$ cat config.mk
export PLATFORM = sky130hd
export DESIGN_NAME = alu_arbiter_flat
export DESIGN_NICKNAME = d
export VERILOG_FILES = /design/src/rtl/alu_arbiter_if.sv /design/src/rtl/alu_arbiter.sv /design/src/flat_wrapper.sv
export SDC_FILE = /design/constraint.sdc
export NUM_CORES = 1
export LEC_CHECK = 0
export ABC_CLOCK_PERIOD_IN_PS = 2100
export CORE_ASPECT_RATIO = 0.8
export CORE_UTILIZATION = 39
export CTS_CLUSTER_DIAMETER = 120
export CTS_CLUSTER_SIZE = 25
export DETAILED_ROUTE_END_ITERATION = 10
export GPL_TIMING_DRIVEN = 1
export PLACE_DENSITY = 0.87
export SYNTH_ARGS = -nofsm -noshare
export SYNTH_HDL_FRONTEND = slang
export SYNTH_SLANG_ARGS = --single-unit
$ cat constraint.sdc
create_clock -name clk -period 2.1 [get_ports clk]
set_clock_uncertainty 0.2 [all_clocks]
set_input_delay 0.42 -clock clk [delete_from_list [all_inputs] [get_ports clk]]
set_output_delay 0.42 -clock clk [all_outputs]
set_load 0.02 [all_outputs]
$ cat src/rtl/alu_arbiter_if.sv
// Bus bundle between the two requesters, the shared ALU and the response consumer.
// The slave modport is the arbiter's view; the master modport is the surrounding logic's view.
interface alu_arbiter_if #(
  parameter int WIDTH = 4,
  parameter int SELW  = 3
);
  logic             req0_valid;
  logic             req0_ready;
  logic [WIDTH-1:0] req0_a;
  logic [WIDTH-1:0] req0_b;
  logic [SELW-1:0]  req0_sel;
  logic             req1_valid;
  logic             req1_ready;
  logic [WIDTH-1:0] req1_a;
  logic [WIDTH-1:0] req1_b;
  logic [SELW-1:0]  req1_sel;
  logic [WIDTH-1:0] alu_a;
  logic [WIDTH-1:0] alu_b;
  logic [SELW-1:0]  alu_sel;
  logic [WIDTH-1:0] alu_out;
  logic             alu_carry;
  logic             rsp_valid;
  logic             rsp_ready;
  logic             rsp_id;
  logic [WIDTH-1:0] rsp_out;
  logic             rsp_carry;

  modport slave (
    input  req0_valid, req0_a, req0_b, req0_sel,
    input  req1_valid, req1_a, req1_b, req1_sel,
    input  alu_out, alu_carry, rsp_ready,
    output req0_ready, req1_ready,
    output alu_a, alu_b, alu_sel,
    output rsp_valid, rsp_id, rsp_out, rsp_carry
  );

  modport master (
    output req0_valid, req0_a, req0_b, req0_sel,
    output req1_valid, req1_a, req1_b, req1_sel,
    output alu_out, alu_carry, rsp_ready,
    input  req0_ready, req1_ready,
    input  alu_a, alu_b, alu_sel,
    input  rsp_valid, rsp_id, rsp_out, rsp_carry
  );
endinterface

$ cat src/rtl/alu_arbiter.sv
// Round-robin arbiter/sequencer sharing one combinational ALU between two requesters.
// Optional ALU_ARB_STATS_EN adds saturating 8-bit per-requester grant counters.
//
// state | meaning
// IDLE  | waiting for a request; ready driven to the grant winner
// EXEC  | latched operation on the ALU; result captured at the edge
// RESP  | response held until the consumer accepts it
module alu_arbiter #(
  parameter int WIDTH = 4,
  parameter int SELW  = 3
) (
  input  logic             clk,
  input  logic             rst,
  alu_arbiter_if.slave     bus
`ifdef ALU_ARB_STATS_EN
  ,
  output logic [7:0]       grant_cnt0,
  output logic [7:0]       grant_cnt1
`endif
);

  localparam logic [SELW-1:0] NOP = '1;

  typedef enum logic [1:0] {IDLE, EXEC, RESP} state_t;

  state_t           state;
  logic [WIDTH-1:0] a_q;
  logic [WIDTH-1:0] b_q;
  logic [SELW-1:0]  sel_q;
  logic             id_q;
  logic             ptr;
  logic             grant0;
  logic             grant1;

  // Pointer names the favoured requester when both are valid.
  always_comb begin
    grant0 = (state == IDLE) && bus.req0_valid && (!bus.req1_valid || !ptr);
    grant1 = (state == IDLE) && bus.req1_valid && (!bus.req0_valid ||  ptr);
  end

  assign bus.req0_ready = grant0;
  assign bus.req1_ready = grant1;
  assign bus.alu_a      = a_q;
  assign bus.alu_b      = b_q;
  // sel_q carries the opcode only during EXEC and reverts to NOP afterwards.
  assign bus.alu_sel    = sel_q;

  always_ff @(posedge clk) begin
    if (rst) begin
      state         <= IDLE;
      a_q           <= '0;
      b_q           <= '0;
      sel_q         <= NOP;
      id_q          <= 1'b0;
      ptr           <= 1'b0;
      bus.rsp_valid <= 1'b0;
      bus.rsp_id    <= 1'b0;
      bus.rsp_out   <= '0;
      bus.rsp_carry <= 1'b0;
    end else begin
      case (state)
        IDLE: begin
          if (grant0) begin
            a_q   <= bus.req0_a;
            b_q   <= bus.req0_b;
            sel_q <= bus.req0_sel;
            id_q  <= 1'b0;
            state <= EXEC;
          end else if (grant1) begin
            a_q   <= bus.req1_a;
            b_q   <= bus.req1_b;
            sel_q <= bus.req1_sel;
            id_q  <= 1'b1;
            state <= EXEC;
          end
        end
        EXEC: begin
          bus.rsp_out   <= bus.alu_out;
          bus.rsp_carry <= bus.alu_carry;
          bus.rsp_id    <= id_q;
          bus.rsp_valid <= 1'b1;
          sel_q         <= NOP;
          state         <= RESP;
        end
        RESP: begin
          if (bus.rsp_ready) begin
            bus.rsp_valid <= 1'b0;
            ptr           <= ~bus.rsp_id;
            state         <= IDLE;
          end
        end
        default: state <= IDLE;
      endcase
    end
  end

`ifdef ALU_ARB_STATS_EN
  always_ff @(posedge clk) begin
    if (rst) begin
      grant_cnt0 <= 8'd0;
      grant_cnt1 <= 8'd0;
    end else begin
      if (grant0 && grant_cnt0 != 8'hff) grant_cnt0 <= grant_cnt0 + 8'd1;
      if (grant1 && grant_cnt1 != 8'hff) grant_cnt1 <= grant_cnt1 + 8'd1;
    end
  end
`endif

endmodule

$ cat src/flat_wrapper.sv
// flat-port wrapper written by rule: the top's interface ports become plain ports
module alu_arbiter_flat 
#(
  parameter int WIDTH = 4,
  parameter int SELW  = 3
)
  (clk, rst, bus_req0_valid, bus_req0_a, bus_req0_b, bus_req0_sel, bus_req1_valid, bus_req1_a, bus_req1_b, bus_req1_sel, bus_alu_out, bus_alu_carry, bus_rsp_ready, bus_req0_ready, bus_req1_ready, bus_alu_a, bus_alu_b, bus_alu_sel, bus_rsp_valid, bus_rsp_id, bus_rsp_out, bus_rsp_carry);
  alu_arbiter_if #(.WIDTH(WIDTH), .SELW(SELW)) bus_i ();
  input  logic clk;
  input  logic rst;
  input wire logic [$bits(bus_i.req0_valid)-1:0] bus_req0_valid;
  input wire logic [$bits(bus_i.req0_a)-1:0] bus_req0_a;
  input wire logic [$bits(bus_i.req0_b)-1:0] bus_req0_b;
  input wire logic [$bits(bus_i.req0_sel)-1:0] bus_req0_sel;
  input wire logic [$bits(bus_i.req1_valid)-1:0] bus_req1_valid;
  input wire logic [$bits(bus_i.req1_a)-1:0] bus_req1_a;
  input wire logic [$bits(bus_i.req1_b)-1:0] bus_req1_b;
  input wire logic [$bits(bus_i.req1_sel)-1:0] bus_req1_sel;
  input wire logic [$bits(bus_i.alu_out)-1:0] bus_alu_out;
  input wire logic [$bits(bus_i.alu_carry)-1:0] bus_alu_carry;
  input wire logic [$bits(bus_i.rsp_ready)-1:0] bus_rsp_ready;
  output wire logic [$bits(bus_i.req0_ready)-1:0] bus_req0_ready;
  output wire logic [$bits(bus_i.req1_ready)-1:0] bus_req1_ready;
  output wire logic [$bits(bus_i.alu_a)-1:0] bus_alu_a;
  output wire logic [$bits(bus_i.alu_b)-1:0] bus_alu_b;
  output wire logic [$bits(bus_i.alu_sel)-1:0] bus_alu_sel;
  output wire logic [$bits(bus_i.rsp_valid)-1:0] bus_rsp_valid;
  output wire logic [$bits(bus_i.rsp_id)-1:0] bus_rsp_id;
  output wire logic [$bits(bus_i.rsp_out)-1:0] bus_rsp_out;
  output wire logic [$bits(bus_i.rsp_carry)-1:0] bus_rsp_carry;
  assign bus_i.req0_valid = bus_req0_valid;
  assign bus_i.req0_a = bus_req0_a;
  assign bus_i.req0_b = bus_req0_b;
  assign bus_i.req0_sel = bus_req0_sel;
  assign bus_i.req1_valid = bus_req1_valid;
  assign bus_i.req1_a = bus_req1_a;
  assign bus_i.req1_b = bus_req1_b;
  assign bus_i.req1_sel = bus_req1_sel;
  assign bus_i.alu_out = bus_alu_out;
  assign bus_i.alu_carry = bus_alu_carry;
  assign bus_i.rsp_ready = bus_rsp_ready;
  assign bus_req0_ready = bus_i.req0_ready;
  assign bus_req1_ready = bus_i.req1_ready;
  assign bus_alu_a = bus_i.alu_a;
  assign bus_alu_b = bus_i.alu_b;
  assign bus_alu_sel = bus_i.alu_sel;
  assign bus_rsp_valid = bus_i.rsp_valid;
  assign bus_rsp_id = bus_i.rsp_id;
  assign bus_rsp_out = bus_i.rsp_out;
  assign bus_rsp_carry = bus_i.rsp_carry;
  alu_arbiter #(.WIDTH(WIDTH), .SELW(SELW)) u_core (.clk(clk), .rst(rst), .bus(bus_i));
endmodule
After elaboration in Yosys (flattened, before gate mapping)
Index checks and enable logic that the tools add are counted.
{"block": "word_totals", "output_inout_bits": 20, "in_bits": 32, "elab_cells": 48, "register_bits": 22}
{"block": "classes", "mux": 15, "eq_ne": 4, "n_reduce_logical": 18, "bitwise": 1}
{"cell": "two-way mux 4 bit", "count": 4}
{"cell": "AND reduction 2 bit", "count": 5}
{"cell": "two-way mux 2 bit", "count": 3}
{"cell": "two-way mux 3 bit", "count": 2}
{"cell": "case mux 2 bit (3 select lines)", "count": 1}
{"cell": "case mux 3 bit (2 select lines)", "count": 1}
{"cell": "nonzero test 2 bit", "count": 3}
{"cell": "logical AND 1 bit", "count": 4}
{"cell": "logical NOT 1 bit", "count": 3}
{"cell": "two-way mux 1 bit", "count": 3}
{"cell": "!= test 3 bit, second input constant", "count": 1}
{"cell": "equality test 2 x 1 -> 1 bit, second input constant", "count": 1}
{"cell": "equality test 2 bit, second input constant", "count": 1}
{"cell": "logical NOT 2 bit", "count": 1}
{"cell": "logical OR 1 bit", "count": 2}
{"cell": "!= test 2 bit, second input constant", "count": 1}
{"cell": "case mux 1 bit (2 select lines)", "count": 1}
{"cell": "inverter 1 bit", "count": 1}

Longest topological paths before layout
Gate-level depths: netlist of the first run.
{"block": "depth", "word_depth": 6, "ltp_mapped": 5, "ltp_nobuf": 3}

Worst setup path after synthesis of the first run
OpenSTA, ideal clock, no wires.
{"block": "synth_path", "kind": "input to output", "startpoint": "input bus_req0_valid", "endpoint": "output bus_req0_ready", "path_buffers": 2, "stages": 5, "slack_ps": 79, "required_time_ps": 1480, "t_arrival_ps": 1401, "cell_sequence": "or3b_1 > buf_2 > or2_1 > buf_6 > inv_1"}
{"block": "synth_between", "elab_chain_len": 2}
{"element": "from (decl)", "line_no": "flat_wrapper.sv:11", "source": "input wire logic [$bits(bus_i.req0_valid)-1:0] bus_req0_valid;"}
{"element": "logical AND 1 bit (2 in a row)", "line_no": "alu_arbiter.sv:37", "source": "grant0 = (state == IDLE) && bus.req0_valid && (!bus.req1_valid || !ptr);"}
{"element": "to (decl)", "line_no": "flat_wrapper.sv:22", "source": "output wire logic [$bits(bus_i.req0_ready)-1:0] bus_req0_ready;"}
Every way passes these cells.

Worst setup path after layout of the first run
{"block": "layout_path", "startpoint": "register u_core.state[0]", "endpoint": "output bus_req0_ready"}
{"block": "layout_between", "elab_chain_len": 3}
{"element": "from (decl)", "line_no": "alu_arbiter.sv:26", "source": "state_t state;"}
{"element": "from (signal assigned)", "line_no": "alu_arbiter.sv:50", "source": "state <= IDLE;"}
{"element": "from (signal assigned)", "line_no": "alu_arbiter.sv:68", "source": "state <= EXEC;"}
{"element": "from (signal assigned)", "line_no": "alu_arbiter.sv:74", "source": "state <= EXEC;"}
{"element": "logical NOT 2 bit", "line_no": "alu_arbiter.sv:37"}
{"element": "logical AND 1 bit (2 in a row)", "line_no": "alu_arbiter.sv:37"}
Every way passes these cells.

==> metrics, run 1 <==
TritonCTS clock tree done; clock-pin slew reported for the worst setup and hold paths after clock tree synthesis 110 ps; launching element type of the critical path flop; type of the tightest min-delay check flop to flop; Worst path slowest cell sky130_fd_sc_hd__or3b_1; net count reported at finish 211; wire length of the first global-routing pass 4.59 mm; number of buffers created by CTS 3; fraction of layout cells with a size suffix above 1 18.5%; switching share of total power 30.5%; Arr. time, crit path 1450 ps; Final Wtd Congestion 0.756; Max VDD drop 0.000456 V; HPWL after detailed placement 2.24 mm; H-Tree Level Count 1; Final Hold Viols 0; Met1 Wirelength 1.20 mm; layout-stage area growth over the synthesis result 61.1%; routed vias/inst 5.19; launching point of the worst reg2reg path u_core.state[0]; total inserted antenna cells 0; Met2 Wirelength 1.52 mm; post-layout instance count excluding filler cells 214; aggregate routed wire length 2.89 mm; initial detailed-routing violation count 40; proportion of netlist area held by the largest area contributor 42.6%; internal power 0.758 mW; Max Root-Sink Buffers 2; detailed-route DRC error count 0; number of antenna violations at the first check in global routing 0; I/O pin count 52; post-layout power 1.09 mW; Core Footprint 2480 sq um; CTS Root Cell sky130_fd_sc_hd__clkbuf_4; Mapped Avg Cell Area 8.55 sq um; # rows 16; die extent in x 59.6 um; critical path class flop to primary output; count of max-cap constraint violations 0; detail-routed net length per standard cell 13.5 um; fraction of power consumed by the clock network 21.4%; fraction of the cycle the final worst path needs 98.6%; chain of cells forming the critical path or3b_1 -> or2_1 -> inv_2 -> buf_6; number of detailed-routing iterations run before antenna repair 4; Net Switching 0.333 mW; start point of the critical path u_core.state[0]; count of final max-slew check failures 0; Critical Path Max Stage Delay 380 ps; max frequency 0.483 GHz; Sequential Power Share 43.8%; clock latency at the later pin of the worst-skew pair 310 ps; top post-synthesis cells by count sky130_fd_sc_hd__dfxtp_1 (22), sky130_fd_sc_hd__nor3_1 (17), sky130_fd_sc_hd__a21oi_1 (16), sky130_fd_sc_hd__nand2_1 (12), sky130_fd_sc_hd__a2111oi_2 (8); Initial Utilization 41.7%; Synthesis Warnings 0; transition at the pin with the smallest max-transition slack 536 ps; area of the multi-input gates 529 sq um; headroom to the max-slew limit 64.2%; portion of total power attributed to combinational logic 34.7%; largest net degree at the start of global routing 16; library cell with the highest instance count after synthesis sky130_fd_sc_hd__dfxtp_1; largest area contributor in the synthesized netlist sky130_fd_sc_hd__dfxtp_1; Min-Delay Endpoint u_core.bus.alu_sel[1]; worst min-delay path startpoint u_core.bus.alu_sel[1]; status completed; total met3 wirelength after detailed routing 145 um; post-synthesis sequential area ratio 42.6%; Cell Area, Synth 1030 sq um; post-route antenna net violation count 0; unrepaired setup endpoints after global routing yes; least setup slack across all paths after layout 29.2 ps; largest cells by area after synthesis sky130_fd_sc_hd__dfxtp_1 (43%), sky130_fd_sc_hd__a2111oi_2 (12%), sky130_fd_sc_hd__nor3_1 (8.2%); total global routing overflow 0; number of instances in the placed design 209; Total Die Area 2860 sq um; power density over the cells 655 nW/um^2; placed cell area 1630 sq um; cells after synthesis 121; hold path depth 2; number of port buffers 51; setup slack of the most critical reg-to-reg path 210 ps; total number of vias 1,111; number of flops mapped to enable cells by yosys 0; number of flip-flops and latches in the synthesized netlist 22; worst-case reg-to-reg path depth 5; top routing layer used met4; capture instance of the worst register-to-register path u_core.bus.alu_b[2]; shortest clock period the worst path allows after layout 2070 ps; post-route cell area 1670 sq um; register area 442 sq um; number of filler instances in the final layout 217; Post-synth ARST share 0%; GRT Total Usage 22.4%; Setup Viol. Count Final 0; critical path endpoint category primary output; leak pwr 0.622 nW; most used flip-flop cell after synthesis sky130_fd_sc_hd__dfxtp_1; Mapped Nets 153; post-synthesis cell type count 26; Die Height 48.1 um; critical-path maximum fanout 2; Hold Worst Slack 261 ps; Setup Slack @ Placement -694 ps; vias in the first global route 1,057; Worst Path Required 1480 ps; TritonCTS sink count 22
==> worst max-delay path by stage <==
stage,end,slack [ps]
floorplan,bus_req0_ready,80
global placement,bus_req0_ready,-690
detailed placement,bus_req0_ready,-690
CTS,bus_req1_ready,5
global route,bus_req0_ready,-30
finish,bus_req0_ready,30
==> placed cells by master (no fill, tap or decap), types with 2 or more instances in the layout <==
cell / n
sky130_fd_sc_hd__a2111oi_2: 8
sky130_fd_sc_hd__a21oi_1: 16
sky130_fd_sc_hd__a32oi_1: 3
sky130_fd_sc_hd__buf_4: 12
sky130_fd_sc_hd__clkbuf_4: 3
sky130_fd_sc_hd__clkdlybuf4s50_1: 48
sky130_fd_sc_hd__dfxtp_1: 21
sky130_fd_sc_hd__inv_1: 4
sky130_fd_sc_hd__nand2_1: 12
sky130_fd_sc_hd__nand2b_1: 2
sky130_fd_sc_hd__nor2_1: 6
sky130_fd_sc_hd__nor3_1: 17
sky130_fd_sc_hd__o21ai_0: 4
sky130_fd_sc_hd__or2_2: 2
sky130_fd_sc_hd__or3_1: 2
sky130_fd_sc_hd__or3b_2: 3
==> state kept, by name, summed over array words and instances (netlist names) <==
register	cells
u_core.bus.alu_a	4
u_core.bus.rsp_out	4
u_core.bus.rsp_carry	1
u_core.bus.alu_sel	3
u_core.bus.rsp_valid	1
u_core.bus.rsp_id	1
u_core.bus.alu_b	4
u_core.state	2
u_core.ptr	1
u_core.id_q	1
==> through the flow <==
stage                     setup TNS (ps)  utilization, %
final                                  0            67.1
after global routing               -34.3            67.1
after CTS                              0            66.9
after detailed placement           -3490            65.5
after global placement             -3180            65.5
after floorplan                        0               -
==> worst max-delay path: cells and delay by family, from the launching register on <==
family                 cells  cell delay, ps
DFF                        1             330
and+or+nand+nor            2             650
buffers and inverters      2             180
==> timing repair <==
action | in CTS | in global routing
hold buffers | 0 | 0
pin swaps | 1 | 2
setup buffers | 0 | 1
resized for setup | 8 | 4
endpoints found under the setup margin | 2 | 2
==> layout make-up <==
class	instances	share of cell area, %
Sequential cell	22	26.5
Tap cell	36	2.70
Timing Repair Buffer	63	35.7
Clock buffer	4	2.18
Multi-Input combinational cell	84	31.8
Inverter	5	1.13
==> cells by family (layout without fill, tap and decap cells) <==
family	Yosys count	count (layout)	share of synthesized area, %
and+or+nand+nor	51	51	25.5
DFF	22	22	42.6
AOI/OAI and AO/OA	32	32	24.7
buffers and inverters	15	72	6.29
muxes	1	1	0.967
==> metal layers <==
layer / vias to the layer above / track usage, %
li1: 553 / -
met1: 525 / 25.8
met2: 31 / 42.2
met3: 2 / 5.41
met4: 0 / 6.51
met5: - / 0
==> power groups by stage <==
stage	sequential, mW	combinational (mW)	clock [mW]
global route	0.483	0.409	0.256
detailed placement	0.487	0.377	0
global placement	0.485	0.365	0
CTS	0.478	0.376	0.239
floorplan	0.530	0.154	0
finish	0.478	0.379	0.234
No activity file was read; power rests on OpenSTA's default activity.
==> run 2, diff against run 1 <==
--- a/config.mk
+++ b/config.mk
@@ -12,7 +12,7 @@
 export CTS_CLUSTER_SIZE = 25
 export DETAILED_ROUTE_END_ITERATION = 10
 export GPL_TIMING_DRIVEN = 1
-export PLACE_DENSITY = 0.87
+export PLACE_DENSITY = 0.78
 export SYNTH_ARGS = -nofsm -noshare
 export SYNTH_HDL_FRONTEND = slang
 export SYNTH_SLANG_ARGS = --single-unit
==> run 2 against run 1 <==
Clock power about the same. Clock-buffer cell count stayed put. Sequential share of layout area up 0.095 points. Cell area is essentially flat. Global-route usage fell by 1.2 points. Combinational power grew 1%. Largest power group unchanged. Worst setup slack improved by 0.73 ps. Critical path depth unchanged. Sequential power hardly changed. Power rose by 0.34%. Register-to-register slack about the same.
==> metrics, run 2 (synthesis results as in run 1) <==
worst-case reg-to-reg path depth 4 (-1); category of cells accounting for the largest share of critical-path delay simple AND/OR/NAND/NOR gates; Max VDD drop 0.000423 V (-7.3%); Final Hold Viols 0 (unchanged); launching point of the worst reg2reg path u_core.state[0]; launching element type of the critical path flop; H-Tree Level Count 1 (unchanged); Setup Viol. Count Final 0 (unchanged); total inserted antenna cells 0 (unchanged); HPWL after detailed placement 2.27 mm (+1.5%); Buf+Inv Stages, Crit Path 2 (unchanged); total global routing overflow 0 (unchanged); Die Height 48.1 um (unchanged); transition at the pin with the smallest max-transition slack 576 ps (+40.0 ps); post-layout power 1.09 mW (+0.34%); GRT busiest layer met2; critical-path maximum fanout 2 (unchanged); clock-pin slew reported for the worst setup and hold paths after clock tree synthesis 120 ps (about the same); power density over the cells 657 nW/um^2 (+0.41%); total number of vias 1,095 (-1.4%); detailed-route DRC error count 0 (unchanged); fraction of the cycle the final worst path needs 98.6% (about the same); Max Root-Sink Buffers 2 (unchanged); layout-stage area growth over the synthesis result 60.9% (about the same); met1 track utilization from global routing 25.8% (+0.037 points); commonest cells after routing, fill and taps aside sky130_fd_sc_hd__clkdlybuf4s50_1 (48), sky130_fd_sc_hd__dfxtp_1 (20), sky130_fd_sc_hd__nor3_1 (17); count of final max-slew check failures 0 (unchanged); setup slack of the most critical reg-to-reg path 220 ps (about the same); Arr. time, crit path 1450 ps (about the same); GRT met3 Usage 5.14% (-0.27 points); TritonCTS clock tree done; number of detailed-routing iterations run before antenna repair 4 (unchanged); largest net degree at the start of global routing 16 (unchanged); die extent in x 59.6 um (unchanged); Setup Slack @ Placement -692 ps (+2.04 ps); clock latency at the later pin of the worst-skew pair 310 ps (about the same); chain of cells forming the critical path or3b_4 -> or2_4 -> inv_2 -> buf_6; CTS Root Cell sky130_fd_sc_hd__clkbuf_4; number of filler instances in the final layout 222 (+2.3%); post-cts hold buffer count 0 (unchanged); Worst Path Required 1480 ps (about the same); shortest clock period the worst path allows after layout 2070 ps (-0.731 ps); worst min-delay path startpoint u_core.bus.rsp_out[1]; hold path depth 2 (unchanged); least setup slack across all paths after layout 29.9 ps (+0.731 ps); detail-routed net length per standard cell 14.0 um (+3.4%); post-route antenna net violation count 0 (unchanged); TritonCTS sink count 22 (unchanged); Critical Path Max Stage Delay 390 ps (about the same); Final Wtd Congestion 0.731 (-3.4%); net count reported at finish 210 (-0.47%); routed vias/inst 5.14 (-0.98%); wire length of the first global-routing pass 4.42 mm (-3.7%); number of instances in the placed design 209 (unchanged); Worst path slowest cell sky130_fd_sc_hd__or3b_4; I/O pin count 52 (unchanged); number of antenna violations at the first check in global routing 0 (unchanged); max frequency 0.483 GHz (about the same); Initial Utilization 41.7% (unchanged); headroom to the max-slew limit 61.5% (-2.7 points); Min-Delay Endpoint u_core.bus.rsp_out[1]; Core Footprint 2480 sq um (unchanged); type of the tightest min-delay check flop to flop; unrepaired setup endpoints after global routing yes; aggregate routed wire length 2.98 mm (+2.9%); initial detailed-routing violation count 40 (unchanged); critical path class flop to primary output; global routing usage on met2 39.1% (-3.1 points); Hold Worst Slack 263 ps (+1.71 ps); critical path endpoint category primary output; post-layout instance count excluding filler cells 213 (-0.47%); vias in the first global route 1,033 (-2.3%); number of buffers created by CTS 3 (unchanged); GRT Total Usage 21.2% (-1.2 points); capture instance of the worst register-to-register path u_core.bus.alu_sel[1]; status completed; Total Die Area 2860 sq um (unchanged); fraction of layout cells with a size suffix above 1 19.8% (+1.2 points); commonest non-fill, non-tap cell in the layout sky130_fd_sc_hd__clkdlybuf4s50_1; leak pwr 0.619 nW (-0.38%); count of max-cap constraint violations 0 (unchanged); number of port buffers 51 (unchanged); post-route core utilization 67.1% (about the same); # rows 16 (unchanged)
[run 2: stage by stage]
stage,setup TNS [ps],instance area [sq um]
3_3_place_gp,-3090,1630
5_1_grt,-34.3,1670
6_report,0,1670
4_1_cts,0,1660
3_5_place_dp,-3660,1630
2_1_floorplan,0,1030
[run 2: cell type report]
type                       count  area (sq um)  share of cell area [%]
multi-input combinational     84           534                    32.1
sequential                    22           443                    26.6
clock buffer                   4          36.3                    2.18
timing repair buffer          62           588                    35.3
inverter                       5          18.8                    1.13
tap                           36          45.0                    2.70
[run 2: report_power, final]
part           switching [mW]  leakage, nW  internal, mW
Combinational           0.187        0.416         0.195
Clock                   0.127       0.0210         0.106
Sequential             0.0205        0.182         0.458
[run 2: worst max path at each step]
stage	slack, ps	end	start	cells past startpoint
final	30	bus_req0_ready	u_core.state[0]	4
after global placement	-670	bus_req0_ready	bus_req0_valid	5
after floorplan	80	bus_req0_ready	bus_req0_valid	5
after detailed placement	-690	bus_req0_ready	bus_req0_valid	5
after CTS	20	bus_req0_ready	bus_req1_valid	5
after global routing	-30	bus_req0_ready	u_core.state[0]	4
[run 2: repair_timing]
action / in CTS / in global routing
buffers inserted: 0 / 0
pin swaps: 1 / 2
resized for setup: 10 / 6
endpoints found under the setup margin: 3 / 2
[run 2: tightest hold or removal path: cells and delay by family, from the launching register on]
kind               cells  cell delay (ps)
and+or+nand+nor        1               50
DFF                    1              330
AOI/OAI and AO/OA      1               50
[run 2: layer usage]
layer | up-vias | share of wire (%) | wire [um]
met2 | 20 | 52 | 1550
met3 | 2 | 3.0 | 89
met5 | - | 0 | 0
met4 | 0 | 0.77 | 23
met1 | 527 | 44 | 1310
li1 | 546 | - | -
